--- src/rtl/serial_adder.sv ---
// Bit-serial adder: adds two WIDTH-bit operands one bit per clock, LSB first,
// and reports the registered sum and carry-out with a one-cycle done pulse.
//
// state | meaning
// ------+-----------------------------------------------------------
// IDLE  | waiting for start; sum/cout hold the last completed result
// RUN   | adding one bit per clock, WIDTH cycles in total
// DONE  | result valid for this one cycle; start here chains the next add
module serial_adder #(
  parameter int WIDTH = 8
) (
  input  logic             clk,
  input  logic             rst,
  input  logic             start,
  input  logic [WIDTH-1:0] a,
  input  logic [WIDTH-1:0] b,
  output logic             busy,
  output logic             done,
  output logic [WIDTH-1:0] sum,
  output logic             cout
);

  localparam int CW = $clog2(WIDTH);
  localparam logic [CW-1:0] LAST = CW'(WIDTH - 1);

  typedef enum logic [1:0] {
    IDLE = 2'd0,
    RUN  = 2'd1,
    DONE = 2'd2
  } state_t;

  state_t          state, state_nxt;
  logic            accept;
  logic [WIDTH-1:0] a_sh, b_sh, res_sh;
  logic            carry;
  logic [CW-1:0]   cnt;

  logic ha1_s, ha1_c, ha2_c, s_bit, c_nxt;

  // Two half adders plus the carry flop form the full-adder bit slice.
  assign ha1_s = a_sh[0] ^ b_sh[0];
  assign ha1_c = a_sh[0] & b_sh[0];
  assign s_bit = ha1_s ^ carry;
  assign ha2_c = ha1_s & carry;
  assign c_nxt = ha1_c | ha2_c;

  always_ff @(posedge clk or posedge rst) begin
    if (rst) state <= IDLE;
    else     state <= state_nxt;
  end

  always_comb begin
    state_nxt = state;
    busy      = 1'b0;
    done      = 1'b0;
    accept    = 1'b0;
    case (state)
      IDLE: begin
        if (start) begin
          accept    = 1'b1;
          state_nxt = RUN;
        end
      end
      RUN: begin
        busy = 1'b1;
        if (cnt == LAST) state_nxt = DONE;
      end
      DONE: begin
        done = 1'b1;
        if (start) begin
          accept    = 1'b1;
          state_nxt = RUN;
        end else begin
          state_nxt = IDLE;
        end
      end
      default: state_nxt = IDLE;
    endcase
  end

  always_ff @(posedge clk or posedge rst) begin
    if (rst) begin
      a_sh   <= '0;
      b_sh   <= '0;
      res_sh <= '0;
      carry  <= 1'b0;
      cnt    <= '0;
      sum    <= '0;
      cout   <= 1'b0;
    end else if (accept) begin
      a_sh  <= a;
      b_sh  <= b;
      carry <= 1'b0;
      cnt   <= '0;
    end else if (busy) begin
      a_sh   <= {1'b0, a_sh[WIDTH-1:1]};
      b_sh   <= {1'b0, b_sh[WIDTH-1:1]};
      res_sh <= {s_bit, res_sh[WIDTH-1:1]};
      carry  <= c_nxt;
      cnt    <= cnt + CW'(1);
      // Final bit: publish the completed result with the last sum bit folded in.
      if (cnt == LAST) begin
        sum  <= {s_bit, res_sh[WIDTH-1:1]};
        cout <= c_nxt;
      end
    end
  end

endmodule

--- config.mk ---
export PLATFORM = sky130hd
export DESIGN_NAME = serial_adder
export DESIGN_NICKNAME = d
export VERILOG_FILES = /design/src/rtl/serial_adder.sv
export SDC_FILE = /design/constraint.sdc
export NUM_CORES = 1
export LEC_CHECK = 0
export CORE_UTILIZATION = 47
export CTS_CLUSTER_SIZE = 16
export DETAILED_ROUTE_END_ITERATION = 8
export PLACE_DENSITY = 0.74
export SLEW_MARGIN = 0
export SYNTH_ARGS = -nofsm -noshare
export SYNTH_HDL_FRONTEND = slang
export SYNTH_SLANG_ARGS = --single-unit
--- constraint.sdc ---
create_clock -name clk -period 1.3 [get_ports clk]
set_clock_uncertainty 0.1 [all_clocks]
set_input_delay 0.26 -clock clk [delete_from_list [all_inputs] [get_ports clk]]
set_output_delay 0.26 -clock clk [all_outputs]
set_load 0.005 [all_outputs]
Word-level counts from Yosys, hierarchy flattened. Index checks and enable logic that the tools add are counted.

Memory bits (read-only): 0. Logic and storage cells: 42. Output and inout bits: 11. Bits in latches: 0. Memories kept: 0. Bits in registers: 39. Bits of input ports: 19. Bits in writable memories: 0.

Order comparisons: 0. Equality and inequality tests: 5. Add/sub/neg operators: 1. Bitwise operators: 6. Multipliers: 0. Shifts and indexed selects: 0. Divide/modulo/power cells: 0. Muxes and demuxes: 16. Reduce and logical (&&, ||, !) cells: 6.

Operators with widths (count): $mux 8 (4); $mux 1 (7); $mux 3 (2); $pmux 2 s3 (1); $mux 2 (2); $ne 2x2->1 const B (2); $reduce_and 2->1 (2); $add 3x1->3 const B (1); $eq 3x3->1 const B (1); $reduce_and 3->1 (1); $and 1x1->1 (2); $eq 2x1->1 const B (1); $eq 2x2->1 const B (1); $logic_not 2->1 (1); $reduce_bool 2->1 (1); $reduce_or 2->1 (1); $xor 1x1->1 (2); $not 1->1 (1); $or 1x1->1 (1).

Depth between registers and ports, before layout.
Word-level depth: 5. Depth in mapped cells: 6. Gate-level depth less buffers: 5.

Worst setup path before layout. No wires, ideal clock.

Kind: flip-flop to flip-flop. Start point: reg cnt[0]. End point: reg cout. Arrival: 1.246 ns. Setup time: 0.125 ns. Required time: 1.075 ns. Cell stages (with the launch flop): 5. Buffers on the path: 0. Clock period less this slack: 1.471 ns. Path slack: -0.171 ns. Path through: dfrtp_1 ha_1 ha_1 nand2_8 mux2_4.

Longest elaborated chain between the ends: 2.

RTL lines: start, declared (line 36) `logic [CW-1:0] cnt;`; start signal, assigned (line 100) `cnt <= cnt + CW'(1);`; $eq 3x3->1 (line 102) `if (cnt == LAST) begin`; $reduce_and 3->1 (no line); end signal, assigned (line 104) `cout <= c_nxt;`; end, declared (line 20) `output logic cout`.

Every way passes these cells. A chain may end at the register's enable or synchronous reset.

Worst setup path in the final report.
Start point: reg state[0]. End point: reg a_sh[0].

Longest elaborated chain between the ends: 4. Elaborated cells between the ends (all ways): 8. Those cells by class: eq/ne (2); mux (3); reduce/logical (3).

RTL lines: start, declared (line 32) `state_t state, state_nxt;`; start signal, assigned (line 49) `else state <= state_nxt;`; $eq 2x2->1 / $logic_not 2->1 (equally long branches) (line 57) `case (state)`; $reduce_or 2->1 (no line); $mux 1; $mux 8 / $reduce_bool 2->1 (equally long branches); end signal, assigned (line 96) `a_sh <= {1'b0, a_sh[WIDTH-1:1]};`; end, declared (line 34) `logic [WIDTH-1:0] a_sh, b_sh, res_sh;`.

Several ways; a longest one is shown, not always the timed one.

==> results.yml <==
hold_path:
  min_path_type: "input pin to async pin"
die:
  die_w_um: 64.0
  start_util_pct: 49.3
  dieArea_mm2: 0.00409
  die_y_um: 64.0
  core_mm2: 0.00366
  rows: 22
  io_pins: 30
synth:
  synth-seq-cells: 38
  netlist_instances: 162
  syn_avg_cell_area_um2: 11.1
  ys_seq_area_share_pct: 52.7
  synth_cell_type_count: 26
  synth_nets: 184
  yosys_warnings: 0
  syn-cell-area_mm2: 0.00181
sta:
  whs_ns: 0.230
  final_hold_viol_count: 0
  min_period_ns: 1.49
  drv_slew: 0
  tns_ns: -3.21
  setup_slack_ns: -0.192
  tightest_slew_ns: 0.230
  rsz0062_at_grt: "yes"
  setup_viol: 35
  fin_crit_sh_pct: 115
  slew_headroom_pct: 84.6
  fmax_ghz: 0.670
cts:
  clk_latency_ns: 0.29
  cts_hold_buffers: 0
  cts_buffers: 5
  cts_root_buffer: "clkbuf_8"
  cts_tree: "done"
  cts_buffer_depth: 2
  cts.clk_slew.worst_paths_ns: 0.07
  clock-sinks: 38
  htree_levels: 2
place:
  place_area_mm2: 0.00227
  globalplace.congestion: 0.731
  hpwl_um: 2470
  port_buffers: 29
  placed_cells: 247
setup_path:
  cp_max_fo: 4
  startpoint: "state[0]$_DFFE_PP0P_"
  r2r_slack_ns: -0.19
  crit_path_frequent_cell: "buf_6"
  max_stage_delay_ns: 0.42
  cp_slowest_cell: "dfrtp_2"
  crit_cells: 7
  timing.rr.end: "a_sh[0]$_DFFE_PP0P_"
  reg2reg_from: "state[0]$_DFFE_PP0P_"
  end_kind: "flip-flop"
  worst_ep_required_time_ns: 1.37
  critPathBufInv: 4
  crit_path_cell_trace: "buf_6, buf_6, buf_6, nand2b_4, buf_6, o22ai_2, a21oi_1"
  reg2reg_depth: 7
  startpoint_type: "flip-flop"
  critPathArrivalTime_ns: 1.56
  path_delay_family: "buffers and inverters"
  critical_path_class: "flip-flop to flip-flop"
finish:
  final_cells: 270
  fin_area_mm2: 0.00271
  final_cell_mix: "dfrtp_1 (37), buf_4 (20), nand2_1 (18), clkdlybuf4s50_1 (18), mux2_4 (11)"
  drive_gt1_share_pct: 41.4
  fin_nets: 244
  final_common_cell: "dfrtp_1"
  areaGrowthSynthToFinish_pct: 50.0
  num_antenna_cells: 0
power:
  p_per_area_mw_per_mm2: 2300
  p_clk_share_pct: 12.1
  pwr-share-comb_pct: 53.2
  vdd_drop_max_mv: 1.06
  p_total_uw: 6240
  leakage_uw: 0.00122
  p_switching_uw: 2210
  switching_share_pct: 35.5
  p_seq_share_pct: 34.7
  intPower_uw: 4030
flow_run:
  max_cap_viol_count: 0
route:
  drt_iter0_markers: 60
  post-route-drc-count: 0
  ant_nets: 0
  firstDrtPassIters: 2
  postRouteWirelength_um: 4080
  post_drt_wl_per_cell_um: 15.1
  viasPerCell: 5.19
  vias: 1401
global_routing:
  grt_pass1_wl_um: 6710
  groute.usage.overall_pct: 22.1
  antenna_found_initial: 0
  grt_max_degree: 39
  grt_overflow: 0
  grt_pass1_vias: 1466
outcome:
  violations: "setup timing"
  status: "finished, violations left"
## timing repair
item / 4_1_cts / 5_1_grt
resized for setup: 54 / 33
setup buffers: 14 / 4
cloned: 1 / 0
endpoints found under the setup margin: 32 / 46
pin swaps: 3 / 10
## power groups by stage
| stage | sequential (uW) | combinational, uW | clock, uW |
|---|---|---|---|
| after floorplan | 2070 | 1550 | 0 |
| after global placement | 2120 | 2270 | 0 |
| after detailed placement | 2160 | 2370 | 0 |
| after CTS | 2120 | 2910 | 779 |
| after global routing | 2230 | 3650 | 827 |
| final | 2170 | 3320 | 752 |
## worst min-delay path, cell delays in order
cell	delay [ns]
clkdlybuf4s50_1	0.40
inv_1	0.10
buf_12	0.23
## cell type report
type | instances | area [um^2]
clock inverters | 2 | 10.0
multi-input cells | 104 | 955
flip-flops and latches | 38 | 952
well taps | 48 | 60.1
inverters | 10 | 45.0
clock buffers | 5 | 68.8
fillers | 246 | 952
repair buffers | 63 | 618
## routing by layer
metal  vias to the layer above  wire length (um)  share of wire, %  GRT usage, %
met3                        11               143               3.5          4.82
li1                        667                 -                 -             -
met4                         0               103               2.5          8.52
met5                         -                 0                 0             0
met2                        33              2190                54          40.7
met1                       690              1640                40          24.4
## how the worst max path moves through the flow
| stage | end | slack [ns] |
|---|---|---|
| after floorplan | cout$_DFFE_PP0P_ | -0.11 |
| after global placement | b_sh[2]$_DFFE_PP0P_ | -0.23 |
| after detailed placement | b_sh[3]$_DFFE_PP0P_ | -0.28 |
| after CTS | a_sh[5]$_DFFE_PP0P_ | -0.16 |
| after global routing | a_sh[0]$_DFFE_PP0P_ | -0.22 |
| final | a_sh[0]$_DFFE_PP0P_ | -0.19 |
## registers in the layout, summed over array words and instances, names as in the netlist
signal	flops
a_sh	8
b_sh	8
carry	1
cnt	3
cout	1
res_sh	7
state	2
sum	8
## cells by family (layout without fill, tap and decap cells)
family	after synthesis	in the layout	share of synthesized area, %
muxes	21	21	14.3
xor gates and xnor gates	1	1	0.485
buffers and inverters	21	80	6.17
AOI/OAI and AO/OA	34	34	11.2
adders and majority gates	3	3	2.49
DFF	38	38	52.7
and+or+nand+nor	44	45	12.6
## cell usage after synthesis
| master | count | area share, % |
|---|---|---|
| inv_1 | 9 | 1.9 |
| nand2b_4 | 1 | 0.76 |
| o21ai_0 | 6 | 1.7 |
| mux2_4 | 9 | 7.5 |
| inv_8 | 1 | 0.62 |
| o221ai_1 | 1 | 0.49 |
| nand2b_1 | 4 | 1.4 |
| nor2_1 | 1 | 0.21 |
| mux2i_1 | 9 | 5.0 |
| clkbuf_1 | 1 | 0.21 |
| dfrtp_1 | 38 | 53 |
| buf_2 | 8 | 2.2 |
| fa_1 | 1 | 1.1 |
| and2_1 | 1 | 0.35 |
| nand2_8 | 1 | 1.1 |
| nand3_1 | 3 | 0.83 |
| o22ai_1 | 6 | 2.1 |
| a21oi_1 | 13 | 3.6 |
| a22o_1 | 1 | 0.49 |
| ha_1 | 2 | 1.4 |
| xnor2_1 | 1 | 0.49 |
| nor2b_1 | 8 | 2.8 |
| nand2_1 | 25 | 5.2 |
| mux2_2 | 3 | 1.9 |
| a211oi_1 | 7 | 2.9 |
| buf_6 | 2 | 1.2 |
## stage by stage
| step | worst slack [ns] | util (%) |
|---|---|---|
| after CTS | -0.160 | 70.8 |
| after floorplan | -0.114 | - |
| after global placement | -0.229 | 62.1 |
| final | -0.192 | 74.0 |
| after detailed placement | -0.283 | 62.1 |
| after global routing | -0.216 | 74.0 |
No activity file was read; power rests on OpenSTA's default activity.
